## config.mk

```make
export PLATFORM = sky130hd
export DESIGN_NAME = mem_stage
export DESIGN_NICKNAME = d
export VERILOG_FILES = /design/src/rtl/legv8_pkg.sv /design/src/rtl/ex_mem_reg.sv /design/src/rtl/mem_stage.sv
export SDC_FILE = /design/constraint.sdc
export NUM_CORES = 1
export LEC_CHECK = 0
export ABC_AREA = 1
export BUFFER_PORTS_ARGS = -buffer_cell sky130_fd_sc_hd__buf_2
export CAP_MARGIN = 20
export CORE_AREA = 3 3 234 236
export DETAILED_ROUTE_END_ITERATION = 6
export DIE_AREA = 0 0 237 239
export SYNTH_ARGS = -nofsm -noshare
export SYNTH_HDL_FRONTEND = slang
export SYNTH_SLANG_ARGS = --single-unit
```

## constraint.sdc

```tcl
create_clock -name clk -period 4.8 [get_ports clk]
set_input_delay 0.72 -clock clk [delete_from_list [all_inputs] [get_ports clk]]
set_output_delay 0.72 -clock clk [all_outputs]
set_load 0.02 [all_outputs]
```

## src/rtl/legv8_pkg.sv

```systemverilog
// Shared LEGv8 memory-stage types: FSM states, write-back error codes and the
// control bits that must survive past the EX/MEM capture edge.
package legv8_pkg;

    typedef enum logic [1:0] {
        ST_IDLE   = 2'd0,
        ST_ACCESS = 2'd1,
        ST_RETIRE = 2'd2
    } state_e;

    localparam logic [1:0] ERR_NONE     = 2'b00;
    localparam logic [1:0] ERR_MISALIGN = 2'b01;
    localparam logic [1:0] ERR_TIMEOUT  = 2'b10;

    // Branch bits are resolved at capture time, so only memory/WB controls are kept.
    typedef struct packed {
        logic mem_read;
        logic mem_write;
        logic reg_write;
        logic mem_to_reg;
    } mem_ctrl_t;

endpackage

```

## src/rtl/ex_mem_reg.sv

```systemverilog
// EX/MEM pipeline register: loads the execute-stage results when load_en is high,
// otherwise holds them for the duration of a memory access.
module ex_mem_reg
    import legv8_pkg::*;
#(
    parameter int ADDR_W = 64,
    parameter int DATA_W = 64
) (
    input  logic              clk,
    input  logic              rst_n,
    input  logic              load_en,
    input  logic [ADDR_W-1:0] alu_result_i,
    input  logic [ADDR_W-1:0] add_result_i,
    input  logic [DATA_W-1:0] store_data_i,
    input  logic [4:0]        rd_i,
    input  mem_ctrl_t         ctrl_i,
    output logic [ADDR_W-1:0] alu_result_o,
    output logic [ADDR_W-1:0] add_result_o,
    output logic [DATA_W-1:0] store_data_o,
    output logic [4:0]        rd_o,
    output mem_ctrl_t         ctrl_o
);

    logic [ADDR_W-1:0] alu_result_q, alu_result_d;
    logic [ADDR_W-1:0] add_result_q, add_result_d;
    logic [DATA_W-1:0] store_data_q, store_data_d;
    logic [4:0]        rd_q, rd_d;
    mem_ctrl_t         ctrl_q, ctrl_d;

    always_comb begin
        alu_result_d = alu_result_q;
        add_result_d = add_result_q;
        store_data_d = store_data_q;
        rd_d         = rd_q;
        ctrl_d       = ctrl_q;
        if (load_en) begin
            alu_result_d = alu_result_i;
            add_result_d = add_result_i;
            store_data_d = store_data_i;
            rd_d         = rd_i;
            ctrl_d       = ctrl_i;
        end
    end

    // Cleared on reset because these registers drive dmem_addr/wdata/we directly.
    always_ff @(posedge clk or negedge rst_n) begin
        if (!rst_n) begin
            alu_result_q <= '0;
            add_result_q <= '0;
            store_data_q <= '0;
            rd_q         <= '0;
            ctrl_q       <= '0;
        end else begin
            alu_result_q <= alu_result_d;
            add_result_q <= add_result_d;
            store_data_q <= store_data_d;
            rd_q         <= rd_d;
            ctrl_q       <= ctrl_d;
        end
    end

    assign alu_result_o = alu_result_q;
    assign add_result_o = add_result_q;
    assign store_data_o = store_data_q;
    assign rd_o         = rd_q;
    assign ctrl_o       = ctrl_q;

endmodule

```

## src/rtl/mem_stage.sv

```systemverilog
// LEGv8 MEM stage: owns the EX/MEM register, resolves branches, runs LDUR/STUR
// through a req/ready data-memory handshake with timeout, and retires to write-back.
module mem_stage
    import legv8_pkg::*;
#(
    parameter int ADDR_W         = 64,
    parameter int DATA_W         = 64,
    parameter int TIMEOUT_CYCLES = 16,
    parameter int CNT_W          = 5
) (
    input  logic              clk,
    input  logic              rst_n,
    input  logic              in_valid,
    input  logic [ADDR_W-1:0] alu_result,
    input  logic [ADDR_W-1:0] add_result,
    input  logic              zero,
    input  logic [DATA_W-1:0] store_data,
    input  logic [4:0]        rd,
    input  logic              ctrl_branch,
    input  logic              ctrl_uncond,
    input  logic              ctrl_mem_read,
    input  logic              ctrl_mem_write,
    input  logic              ctrl_reg_write,
    input  logic              ctrl_mem_to_reg,
    output logic              stall_o,
    output logic              pc_src_o,
    output logic [ADDR_W-1:0] branch_target_o,
    output logic              dmem_req,
    output logic              dmem_we,
    output logic [ADDR_W-1:0] dmem_addr,
    output logic [DATA_W-1:0] dmem_wdata,
    input  logic              dmem_ready,
    input  logic [DATA_W-1:0] dmem_rdata,
    output logic              wb_valid,
    output logic              wb_reg_write,
    output logic              wb_mem_to_reg,
    output logic [4:0]        wb_rd,
    output logic [ADDR_W-1:0] wb_alu_result,
    output logic [DATA_W-1:0] wb_read_data,
    output logic [1:0]        wb_err
);

    state_e            state_q, state_d;
    logic [CNT_W-1:0]  cnt_q, cnt_d;
    logic              from_acc_q, from_acc_d;
    logic              pc_src_q, pc_src_d;
    logic              dmem_req_q, dmem_req_d;
    logic              stall_q, stall_d;
    logic              wb_valid_q, wb_valid_d;
    logic              wb_reg_write_q, wb_reg_write_d;
    logic              wb_mem_to_reg_q, wb_mem_to_reg_d;
    logic [4:0]        wb_rd_q, wb_rd_d;
    logic [ADDR_W-1:0] wb_alu_result_q, wb_alu_result_d;
    logic [DATA_W-1:0] wb_read_data_q, wb_read_data_d;
    logic [1:0]        wb_err_q, wb_err_d;

    logic              cap_en;
    mem_ctrl_t         ctrl_in;
    logic [ADDR_W-1:0] cap_alu, cap_add;
    logic [DATA_W-1:0] cap_wdata;
    logic [4:0]        cap_rd;
    mem_ctrl_t         cap_ctrl;
    logic              in_is_mem, in_aligned, cap_is_load;

    assign ctrl_in     = '{mem_read: ctrl_mem_read, mem_write: ctrl_mem_write,
                           reg_write: ctrl_reg_write, mem_to_reg: ctrl_mem_to_reg};
    assign in_is_mem   = ctrl_mem_read | ctrl_mem_write;
    assign in_aligned  = (alu_result[2:0] == 3'b000);
    // A store wins when both read and write are set.
    assign cap_is_load = cap_ctrl.mem_read & ~cap_ctrl.mem_write;

    ex_mem_reg #(.ADDR_W(ADDR_W), .DATA_W(DATA_W)) u_ex_mem (
        .clk          (clk),
        .rst_n        (rst_n),
        .load_en      (cap_en),
        .alu_result_i (alu_result),
        .add_result_i (add_result),
        .store_data_i (store_data),
        .rd_i         (rd),
        .ctrl_i       (ctrl_in),
        .alu_result_o (cap_alu),
        .add_result_o (cap_add),
        .store_data_o (cap_wdata),
        .rd_o         (cap_rd),
        .ctrl_o       (cap_ctrl)
    );

    always_comb begin
        state_d         = state_q;
        cnt_d           = cnt_q;
        from_acc_d      = from_acc_q;
        pc_src_d        = 1'b0;
        wb_valid_d      = 1'b0;
        wb_reg_write_d  = wb_reg_write_q;
        wb_mem_to_reg_d = wb_mem_to_reg_q;
        wb_rd_d         = wb_rd_q;
        wb_alu_result_d = wb_alu_result_q;
        wb_read_data_d  = wb_read_data_q;
        wb_err_d        = wb_err_q;
        cap_en          = 1'b0;

        case (state_q)
            ST_IDLE, ST_RETIRE: begin
                if (state_q == ST_RETIRE) begin
                    state_d    = ST_IDLE;
                    from_acc_d = 1'b0;
                end
                // A retire that did not touch memory can overlap the next capture.
                if (in_valid && !from_acc_q) begin
                    cap_en   = 1'b1;
                    pc_src_d = ctrl_uncond | (ctrl_branch & zero);
                    if (in_is_mem && in_aligned) begin
                        state_d    = ST_ACCESS;
                        cnt_d      = '0;
                        from_acc_d = 1'b1;
                    end else begin
                        state_d         = ST_RETIRE;
                        from_acc_d      = 1'b0;
                        wb_valid_d      = 1'b1;
                        wb_rd_d         = rd;
                        wb_alu_result_d = alu_result;
                        wb_mem_to_reg_d = ctrl_mem_to_reg;
                        wb_read_data_d  = '0;
                        wb_err_d        = in_is_mem ? ERR_MISALIGN : ERR_NONE;
                        wb_reg_write_d  = in_is_mem ? 1'b0 : ctrl_reg_write;
                    end
                end
            end
            ST_ACCESS: begin
                if (dmem_ready || cnt_q == CNT_W'(TIMEOUT_CYCLES - 1)) begin
                    state_d         = ST_RETIRE;
                    wb_valid_d      = 1'b1;
                    wb_rd_d         = cap_rd;
                    wb_alu_result_d = cap_alu;
                    wb_mem_to_reg_d = cap_ctrl.mem_to_reg;
                    if (dmem_ready) begin
                        wb_err_d       = ERR_NONE;
                        wb_reg_write_d = cap_ctrl.reg_write;
                        wb_read_data_d = cap_is_load ? dmem_rdata : '0;
                    end else begin
                        wb_err_d       = ERR_TIMEOUT;
                        wb_reg_write_d = 1'b0;
                        wb_read_data_d = '0;
                    end
                end else begin
                    cnt_d = cnt_q + CNT_W'(1);
                end
            end
            default: begin
                state_d    = ST_IDLE;
                from_acc_d = 1'b0;
            end
        endcase

        dmem_req_d = (state_d == ST_ACCESS);
        stall_d    = (state_d == ST_ACCESS) || (state_d == ST_RETIRE && from_acc_d);
    end

    always_ff @(posedge clk or negedge rst_n) begin
        if (!rst_n) begin
            state_q         <= ST_IDLE;
            cnt_q           <= '0;
            from_acc_q      <= 1'b0;
            pc_src_q        <= 1'b0;
            dmem_req_q      <= 1'b0;
            stall_q         <= 1'b0;
            wb_valid_q      <= 1'b0;
            wb_reg_write_q  <= 1'b0;
            wb_mem_to_reg_q <= 1'b0;
            wb_rd_q         <= '0;
            wb_alu_result_q <= '0;
            wb_read_data_q  <= '0;
            wb_err_q        <= ERR_NONE;
        end else begin
            state_q         <= state_d;
            cnt_q           <= cnt_d;
            from_acc_q      <= from_acc_d;
            pc_src_q        <= pc_src_d;
            dmem_req_q      <= dmem_req_d;
            stall_q         <= stall_d;
            wb_valid_q      <= wb_valid_d;
            wb_reg_write_q  <= wb_reg_write_d;
            wb_mem_to_reg_q <= wb_mem_to_reg_d;
            wb_rd_q         <= wb_rd_d;
            wb_alu_result_q <= wb_alu_result_d;
            wb_read_data_q  <= wb_read_data_d;
            wb_err_q        <= wb_err_d;
        end
    end

    assign stall_o         = stall_q;
    assign pc_src_o        = pc_src_q;
    assign branch_target_o = cap_add;
    assign dmem_req        = dmem_req_q;
    assign dmem_we         = cap_ctrl.mem_write;
    assign dmem_addr       = cap_alu;
    assign dmem_wdata      = cap_wdata;
    assign wb_valid        = wb_valid_q;
    assign wb_reg_write    = wb_reg_write_q;
    assign wb_mem_to_reg   = wb_mem_to_reg_q;
    assign wb_rd           = wb_rd_q;
    assign wb_alu_result   = wb_alu_result_q;
    assign wb_read_data    = wb_read_data_q;
    assign wb_err          = wb_err_q;

endmodule
```

==> results of run 1 <==
-- routing by layer --
| layer | wire (um) | share of wire (%) | up-vias |
|---|---|---|---|
| met5 | 7 | 0.015 | - |
| met4 | 1370 | 3.0 | 2 |
| met3 | 3420 | 7.5 | 77 |
| met2 | 22600 | 49 | 470 |
| met1 | 18500 | 40 | 5940 |
| li1 | - | - | 6210 |
-- critical path: stages, from the launching register on --
cell	delay [ns]
dfrtp_1	0.43
ha_1	0.24
nand2_1	0.07
nor2_1	0.05
ha_1	0.20
o21ai_1	0.35
nand2_1	0.16
nand2_4	0.66
buf_4	0.51
nand2_1	0.11
nand2_1	0.07
-- cell usage in the layout (no fill, tap or decap) --
master,Yosys,final
bufinv_16,0,2
nor3b_1,1,1
clkinv_2,0,9
nor3_4,1,1
clkbuf_1,47,7
nand2_2,1,1
nand2_1,976,972
clkbuf_8,0,9
o21ai_1,1,1
nor2_2,1,1
buf_12,0,4
clkbuf_16,0,41
nand4_1,1,1
ha_1,2,2
buf_16,0,1
buf_4,2,10
inv_6,0,1
dfrtp_1,350,350
buf_2,26,604
a21oi_1,1,1
diode_2,0,3
nor2_1,13,13
nand3_1,8,8
o21ai_0,142,142
buf_8,0,1
inv_2,2,1
clkinvlp_4,0,2
nand2_4,0,4
inv_1,77,77
-- power groups by stage --
stage / registers, mW / logic (mW) / clock network (mW)
floorplan: 3.01 / 0.0264 / 0
global placement: 3.00 / 0.223 / 0
detailed placement: 3.00 / 0.226 / 0
CTS: 2.95 / 0.227 / 3.15
global route: 2.95 / 0.251 / 3.25
finish: 2.95 / 0.219 / 3.02
-- how the worst min path moves through the flow --
stage                                       from                               endpoint  depth (start not counted)  slack (ns)
global route                               rst_n  u_ex_mem.alu_result_o[55]$_DFFE_PN0P_                          1        0.23
floorplan                                  rst_n                   cnt_q[0]$_DFFE_PN0P_                          0        0.42
global placement    wb_read_data[43]$_DFFE_PN0P_           wb_read_data[43]$_DFFE_PN0P_                          2        0.45
CTS                                        rst_n          wb_alu_result[61]$_DFFE_PN0P_                          1        0.22
detailed placement  wb_alu_result[6]$_DFFE_PN0P_           wb_alu_result[6]$_DFFE_PN0P_                          2        0.45
finish                                     rst_n  u_ex_mem.alu_result_o[55]$_DFFE_PN0P_                          1        0.21
-- per-stage QoR --
stage	power, mW	setup slack [ns]	std cells	hold slack [ns]
floorplan	3.03	2.92	1665	0.424
global placement	3.23	1.57	2884	0.448
detailed placement	3.23	1.48	2885	0.454
CTS	6.32	1.78	2955	0.219
global route	6.45	1.49	2956	0.228
finish	6.19	1.82	2958	0.209
-- cell type report --
cell class	instances	area [sq um]	share of cell area, %
diodes	3	7.51	0.0395
clock buffers	57	1180	6.19
clock inverters	13	120	0.632
inverters	79	302	1.59
multi-input cells	1148	4570	24.0
flip-flops and latches	350	8760	46.1
well taps	688	861	4.53
repair buffers	620	3220	16.9
-- cell families (layout without fill, tap and decap cells) --
family,after synthesis,in the layout,synth area share [%]
buffers and inverters,167,769,5.08
AND/OR/NAND/NOR,1002,1002,27.1
AO/OA/AOI/OAI,144,144,5.14
flip-flops,350,350,62.5
adder cells (fa/ha/maj),2,2,0.179
other,0,3,0
==> impl_metrics.csv, run 1 <==
group,metric,value,unit
run_status,run_status,"completed",
power,switching_power,1.34,mW
clocking,cts.path.max_buffers,3,
hold_path,hold_path.class,"input port to async pin",
clocking,cts_resized,0,
worst_setup_path,startpoint,"cnt_q[0]$_DFFE_PN0P_",
grt,grt_max_degree,101,
power,pwr-share-clk,48.8,%
yosys,postSynth.asyncResetShare,100,%
finish,final_cell_area,0.0190,sq mm
yosys,synth-main-ff-cell,"dfrtp_1",
route,drt-total-wl,45.8,mm
yosys,synth-seq-area-share,62.5,%
power,p_seq_share,47.7,%
worst_setup_path,critical_path_class,"flip-flop to flip-flop",
grt,gr-usage-met2,26.5,%
sta,relSlewSlack,43.0,%
worst_setup_path,r2r_end,"wb_alu_result[44]$_DFFE_PN0P_",
yosys,synth.area.top_cells,"dfrtp_1 63%, nand2_1 26%, o21ai_0 5.1%",
worst_setup_path,rrSetupSlack,1.82,ns
worst_setup_path,arrival,3.45,ns
run,maxCapViolCount,0,
sta,tightest_slew,0.855,ns
route,ant_nets,0,
route,viasPerCell,4.29,
grt,grt_use_met1,19.3,%
worst_setup_path,setup.worst_path.end,"wb_alu_result[44]$_DFFE_PN0P_",
yosys,synth.most_common_cell,"nand2_1",
grt,grt_util_all_layers,15.6,%
worst_setup_path,cp-end-kind,"flip-flop",
clocking,clkLatencyLatePin,0.53,ns
sta,maxSlewViolCount,0,
worst_setup_path,critPathLaunchType,"flip-flop",
clocking,cts_hold_buf,0,
yosys,synth-edff-count,0,
worst_setup_path,cp_max_fo,77,
yosys,synth_cell_types,20,
finish,fin_util,36.1,%
clocking,cts_root_buf,"clkbuf_16",
yosys,ys_warn_count,0,
power,netSwitchingFraction,21.6,%
grt,grt_pass1_vias,12700,
place,dp_hpwl,33.2,mm
route,drt_iter0_drc,646,
yosys,yosys.area.top_type_share,62.5,%
die,initial_utilization,26.6,%
power,p_comb_share,3.5,%
grt,grt_use_met3,3.66,%
sta,grt_setup_unrepaired,"no",
sta,min_period_over_period,62.1,%
route,dr.pass1.iters,5,
yosys,synth_commonest_cells,"976 x nand2_1, 350 x dfrtp_1, 142 x o21ai_0",
power,vdd_drop_max,0.207,mV
finish,final_layout_size_suffix_gt1_share,30.5,%
finish,nFillCells,5472,
sta,max_freq,0.335,GHz
sta,setup_tns,0,ns
worst_setup_path,rr_worst_depth,10,
grt,grt_pass1_wl,70.8,mm
yosys,synth-seq-cells,350,
yosys,syn_area,0.0140,sq mm
clocking,path_clk_slew,0.06,ns
yosys,avgSynthCellArea,8.41,sq um
finish,syn_to_final_growth,35.7,%
sta,finalClockSkew,0.00905,ns
grt,overflow,0,
yosys,syn_inst,1665,
power,p_per_area,326,mW/mm^2
worst_setup_path,r2r-start,"cnt_q[0]$_DFFE_PN0P_",
die,io_pins,606,
yosys,yosys.area.top_type,"dfrtp_1",
route,wire_per_inst,15.5,um
power,p_int,4.85,mW
yosys,synth_nets,1939,
clocking,cts_tree,"done",
clocking,clock-sinks,350,
clocking,cts_inserted_buffers,40,
place,gp_congestion,0.825,
route,route.vias.total,12700,
clocking,post-cts-setup-buffers,0,
place,placed_area,0.0177,sq mm
worst_setup_path,required,5.27,ns
die,die_y,239,um
power,power_leakage,11.6,nW
sta,finalHoldViolations,0,
grt,antenna_found_initial,5,
place,io_buffers,605,
sta,setup_viol,0,
clocking,h-tree-depth,2,
die,die_area,0.0566,sq mm
grt,grt_busiest_layer,"met2",
die,die_w,237,um
sta,fin_crit,2.98,ns
route,drc,0,
die,core,0.0527,sq mm
finish,layout.nets,2513,
die,num_rows,84,
Note: power is estimated with default switching activity, not from simulation.
==> run 2, diff against run 1 <==
==> constraint.sdc (replaced) <==
create_clock -name clk -period 3.1 [get_ports clk]
set_input_delay 0.465 -clock clk [delete_from_list [all_inputs] [get_ports clk]]
set_output_delay 0.465 -clock clk [all_outputs]
set_load 0.02 [all_outputs]
==> run 2 against run 1 <==
Critical path depth stayed put. Non-clock buffer count is 4 higher. Worst setup slack worse by 1.2 ns. First-iteration DRC count is 0.62% higher. Sequential share of layout area shrank 0.63 points. Global-route usage is essentially flat. Fmax grew 22%. Core utilization up 0.50 points. Register-to-register slack worse by 1.2 ns. Sequential power up 55%. Via count grew 0.29%. Clock skew increased by 0.011 ns.
==> impl_metrics.csv, run 2 (same netlist as run 1, synthesis figures left out) <==
group,metric,value,unit
finish,final_layout_size_suffix_gt1_share,30.7,%
route,drt_iter0_drc,650,
die,die_area,0.0566,sq mm
die,initial_utilization,26.6,%
grt,grt_max_degree,153,
place,dp_hpwl,33.0,mm
hold_path,hold_depth,3,
grt,grt_pass1_vias,12700,
finish,layout.nets,2518,
worst_setup_path,r2r-start,"cnt_q[0]$_DFFE_PN0P_",
sta,grt_setup_unrepaired,"no",
worst_setup_path,required,3.57,ns
route,viasPerCell,4.30,
die,die_w,237,um
finish,final_cell_area,0.0193,sq mm
route,wire_per_inst,15.6,um
sta,setup_viol,0,
sta,fin_crit,2.44,ns
hold_path,min_from,"add_result[51]",
sta,maxSlewViolCount,0,
sta,setup_tns,0,ns
clocking,cts.path.max_buffers,3,
worst_setup_path,crit_slowest_cell,"buf_4",
grt,grt_pass1_wl,71.1,mm
hold_path,holdPathEnd,"u_ex_mem.add_result_o[51]$_DFFE_PN0P_",
grt,overflow,0,
finish,syn_to_final_growth,37.6,%
die,core,0.0527,sq mm
worst_setup_path,r2r_end,"wb_alu_result[36]$_DFFE_PN0P_",
worst_setup_path,arrival,2.91,ns
sta,finalHoldViolations,0,
worst_setup_path,critical_path_class,"flip-flop to flip-flop",
route,route.vias.total,12700,
sta,max_freq,0.411,GHz
power,vdd_drop_max,0.345,mV
clocking,cts_inserted_buffers,41,
clocking,cts_resized,0,
worst_setup_path,cpPeakStageDelay,0.47,ns
sta,tightest_slew,0.944,ns
power,power_leakage,11.7,nW
die,num_rows,84,
worst_setup_path,rr_worst_depth,10,
finish,seqCellArea,0.00876,sq mm
clocking,post-cts-setup-buffers,0,
clocking,cts_root_buf,"clkbuf_16",
route,drt-total-wl,46.1,mm
worst_setup_path,cp_max_fo,52,
clocking,cts_tree,"done",
run_status,run_status,"completed",
clocking,clock-sinks,350,
sta,relSlewSlack,37.0,%
place,gp_congestion,0.836,
worst_setup_path,rrSetupSlack,0.66,ns
route,ant_nets,0,
worst_setup_path,path_cells,"ha_1, nand2_1, nor2_1, ha_1, o21ai_1, nand2_1, nand2_4, buf_4, nand2_1, nand2_1",
grt,antenna_found_initial,9,
clocking,cts_hold_buf,1,
sta,min_period_over_period,78.6,%
worst_setup_path,cp-end-kind,"flip-flop",
finish,layout_commonest_cell,"nand2_1",
finish,final_cell_mix,"972 x nand2_1, 604 x buf_2, 350 x dfrtp_1",
clocking,path_clk_slew,0.06,ns
power,p_per_area,527,mW/mm^2
place,io_buffers,605,
route,drc,0,
die,die_y,239,um
clocking,clkLatencyLatePin,0.55,ns
hold_path,hold_path.class,"input port to flip-flop",
sta,finalClockSkew,0.0200,ns
clocking,h-tree-depth,2,
worst_setup_path,critPathLaunchType,"flip-flop",
route,dr.pass1.iters,5,
grt,grt_util_all_layers,15.6,%
finish,nFillCells,5501,
run,maxCapViolCount,0,
die,io_pins,606,
worst_setup_path,cpMostUsedCell,"nand2_1",
finish,multi_input_area,0.00457,sq mm
place,placed_area,0.0178,sq mm
-- run 2: cell count changes in the layout (fill, tap and decap cells not counted), sizes merged --
cell	previous run	this run
buf	620	623
bufinv	2	7
clkinv	9	3
clkinvlp	2	1
diode	3	5
dlygate4sd3	0	1
inv	79	81
-- run 2: final cells by class --
| type | instances | area share, % |
|---|---|---|
| Inverter | 79 | 1.56 |
| Antenna cell | 5 | 0.0649 |
| Clock buffer | 57 | 6.32 |
| Multi-Input combinational cell | 1148 | 23.7 |
| Clock inverter | 13 | 1.30 |
| Tap cell | 688 | 4.46 |
| Sequential cell | 350 | 45.4 |
| Timing Repair Buffer | 624 | 17.2 |
-- run 2: per-stage QoR --
step	hold slack, ns	cells	utilization (%)	power, mW	setup slack [ns]
after floorplan	0.169	1665	-	4.69	1.22
after global placement	0.448	2888	33.8	5.01	0.770
after detailed placement	0.454	2888	33.8	5.01	0.691
after CTS	0.0593	2959	36.6	10.3	0.663
after global routing	0.0723	2964	36.6	10.6	0.500
final	0.106	2964	36.6	10.2	0.664
-- run 2: critical path: cells and delay by family, from the launching register on --
family	cells	cell delay [ns]
AND/OR/NAND/NOR	6	0.62
adder cells (fa/ha/maj)	2	0.42
AO/OA/AOI/OAI	1	0.35
flip-flops	1	0.42
buffers and inverters	1	0.47
-- run 2: how the worst max path moves through the flow --
| stage | start | endpoint | depth (start not counted) |
|---|---|---|---|
| 3_3_place_gp | cnt_q[0]$_DFFE_PN0P_ | wb_alu_result[47]$_DFFE_PN0P_ | 10 |
| 5_1_grt | cnt_q[0]$_DFFE_PN0P_ | wb_alu_result[35]$_DFFE_PN0P_ | 10 |
| 4_1_cts | cnt_q[0]$_DFFE_PN0P_ | wb_alu_result[54]$_DFFE_PN0P_ | 10 |
| 3_5_place_dp | cnt_q[0]$_DFFE_PN0P_ | wb_alu_result[39]$_DFFE_PN0P_ | 10 |
| 6_report | cnt_q[0]$_DFFE_PN0P_ | wb_alu_result[36]$_DFFE_PN0P_ | 10 |
| 2_1_floorplan | cnt_q[0]$_DFFE_PN0P_ | wb_alu_result[0]$_DFFE_PN0P_ | 11 |
-- run 2: layer usage --
| layer | vias to the layer above | share of wire (%) | global-route usage [%] |
|---|---|---|---|
| met3 | 93 | 7.4 | 4.18 |
| met5 | - | 0.028 | 0 |
| met1 | 5953 | 40 | 18.9 |
| met2 | 472 | 49 | 26.3 |
| met4 | 2 | 3.4 | 6.23 |
| li1 | 6216 | - | - |
-- run 2: where the power goes --
group / total [mW] / internal, mW / leakage [nW] / switching (mW)
logic: 0.351 / 0.157 / 6.42 / 0.194
registers: 4.57 / 4.57 / 4.56 / 0
clock network: 5.24 / 3.32 / 0.720 / 1.92
total: 10.2 / 8.04 / 11.7 / 2.11
==> run 3, diff against run 2 <==
==> constraint.sdc (replaced) <==
create_clock -name clk -period 2.3 [get_ports clk]
set_input_delay 0.345 -clock clk [delete_from_list [all_inputs] [get_ports clk]]
set_output_delay 0.345 -clock clk [all_outputs]
set_load 0.02 [all_outputs]
==> run 3 against run 2 <==
First-iteration DRC count fell by 9.4%. Combinational power rose by 120%. Fmax rose by 24%. Non-clock buffer count rose by 226. Final area rose by 11%. Die area did not move. Count of clock-buffer cells in the layout rose by 4. Hold slack got worse by 0.068 ns. Sequential power rose by 35%. Total power rose by 35%. Cell count rose by 7.5%. Routed wire length rose by 5.7%. Critical path type unchanged. Largest cell class unchanged.
==> impl_metrics.csv, run 3 (same netlist as run 1, synthesis figures left out) <==
group,metric,value,unit
die,num_rows,84,
power,p_int,10.9,mW
finish,final_cells,3187,
worst_setup_path,required,2.78,ns
sta,setup_viol,0,
power,power_leakage,12.7,nW
place,dp_cells,2908,
clocking,h-tree-depth,2,
die,die_y,239,um
route,drc,0,
clocking,clock-sinks,350,
worst_setup_path,cp_max_fo,52,
finish,final_cell_mix,"972 x nand2_1, 604 x buf_2, 350 x dfrtp_1",
place,io_buffers,605,
route,ant_nets,0,
clocking,clkLatencyLatePin,0.54,ns
power,switching_power,2.85,mW
place,dp_hpwl,33.9,mm
power,p_comb_share,5.7,%
hold_path,holdPathEnd,"u_ex_mem.alu_result_o[55]$_DFFE_PN0P_",
grt,grt_max_degree,134,
hold_path,hold_depth,3,
hold_path,hold_path.class,"input port to flip-flop",
power,p_per_area,639,mW/mm^2
sta,setup_tns,0,ns
finish,layout.nets,2743,
sta,fin_ws,0.335,ns
sta,min_period_over_period,85.4,%
clocking,cts_inserted_buffers,40,
die,initial_utilization,26.6,%
clocking,cts_resized,0,
worst_setup_path,critPathLaunchType,"flip-flop",
grt,antenna_found_initial,5,
sta,finalClockSkew,0.0121,ns
grt,overflow,0,
power,pwr-share-clk,49.4,%
sta,maxSlewViolCount,0,
hold_path,min_from,"alu_result[55]",
place,gp_congestion,0.836,
sta,fin_crit,1.96,ns
worst_setup_path,arrival,2.44,ns
die,die_area,0.0566,sq mm
die,core,0.0527,sq mm
grt,grt_util_all_layers,16.7,%
grt,grt_pass1_wl,76.5,mm
finish,nFillCells,5153,
route,drt_iter0_drc,589,
worst_setup_path,rrSetupSlack,0.34,ns
finish,syn_to_final_growth,53.4,%
die,die_w,237,um
worst_setup_path,cp-end-kind,"flip-flop",
run,maxCapViolCount,0,
grt,grt_pass1_vias,14300,
place,place_ws,0.353,ns
power,p_seq_share,44.9,%
clocking,cts_tree,"done",
sta,max_freq,0.509,GHz
power,netSwitchingFraction,20.8,%
worst_setup_path,critical_path_class,"flip-flop to flip-flop",
sta,relSlewSlack,55.0,%
clocking,cts_root_buf,"clkbuf_16",
worst_setup_path,rr_worst_depth,10,
finish,fin_util,40.8,%
sta,grt_setup_unrepaired,"no",
worst_setup_path,r2r_end,"wb_alu_result[32]$_DFFE_PN0P_",
finish,layout_commonest_cell,"nand2_1",
route,dr.pass1.iters,5,
sta,tightest_slew,0.675,ns
route,viasPerCell,4.33,
sta,finalHoldViolations,0,
finish,final_layout_size_suffix_gt1_share,28.7,%
worst_setup_path,r2r-start,"cnt_q[0]$_DFFE_PN0P_",
die,io_pins,606,
power,vdd_drop_max,0.633,mV
route,wire_per_inst,15.3,um
clocking,path_clk_slew,0.06,ns
route,route.vias.total,13800,
run_status,run_status,"completed",
clocking,cts.path.max_buffers,3,
route,drt-total-wl,48.8,mm
run 3: power by group through the flow:
stage	sequential [mW]	clock [mW]	combinational [mW]
CTS	6.16	7.03	0.786
global placement	6.27	0	0.500
floorplan	6.27	0	0.0551
detailed placement	6.27	0	0.505
finish	6.16	6.79	0.783
global route	6.15	7.28	0.866
run 3: how the worst max path moves through the flow:
stage                          from                             to  slack, ns  depth (start not counted)
6_report       cnt_q[0]$_DFFE_PN0P_  wb_alu_result[32]$_DFFE_PN0P_       0.34                         10
5_1_grt        cnt_q[0]$_DFFE_PN0P_  wb_alu_result[10]$_DFFE_PN0P_       0.19                         10
4_1_cts        cnt_q[0]$_DFFE_PN0P_  wb_alu_result[51]$_DFFE_PN0P_       0.33                         10
3_5_place_dp   cnt_q[0]$_DFFE_PN0P_  wb_alu_result[20]$_DFFE_PN0P_       0.35                         10
3_3_place_gp   cnt_q[0]$_DFFE_PN0P_          wb_err[0]$_DFFE_PN0P_       0.45                         10
2_1_floorplan  cnt_q[0]$_DFFE_PN0P_   wb_alu_result[0]$_DFFE_PN0P_       0.42                         11
run 3: critical path: stages (launching register included):
cell	delay (ns)
dfrtp_1	0.42
ha_1	0.24
nand2_1	0.10
nor2_1	0.05
ha_1	0.19
o21ai_1	0.19
nand2_1	0.11
nand2_4	0.12
buf_12	0.25
nand2_1	0.10
nand2_1	0.07
run 3: metrics by stage:
step	hold slack, ns	cell area [sq um]	total power [mW]
2_1_floorplan	0.0494	14000	6.33
3_3_place_gp	0.393	18000	6.77
3_5_place_dp	0.395	18000	6.78
4_1_cts	0.000586	21500	14.0
5_1_grt	0.0143	21500	14.3
6_report	0.0376	21500	13.7
run 3: final cells by class:
class / instances / area, sq um / share of cell area, %
sequential: 350 / 8760 / 40.7
timing repair buffer: 850 / 5580 / 26.0
multi-input combinational: 1148 / 4570 / 21.3
clock buffer: 61 / 1240 / 5.77
tap: 688 / 861 / 4.00
inverter: 79 / 302 / 1.40
clock inverter: 9 / 178 / 0.826
antenna: 2 / 5.00 / 0.0233
run 3: repair_timing:
item	CTS	global route
endpoints found under the hold margin	253	0
buffers inserted	0	0
hold buffers	207	0
run 3: routing by layer:
metal	vias to the layer above	part of all wire (%)	track usage (%)
li1	6664	-	-
met1	6447	39	19.7
met2	561	50	28.7
met3	129	7.3	4.16
met4	4	4.3	7.35
met5	-	0.066	0
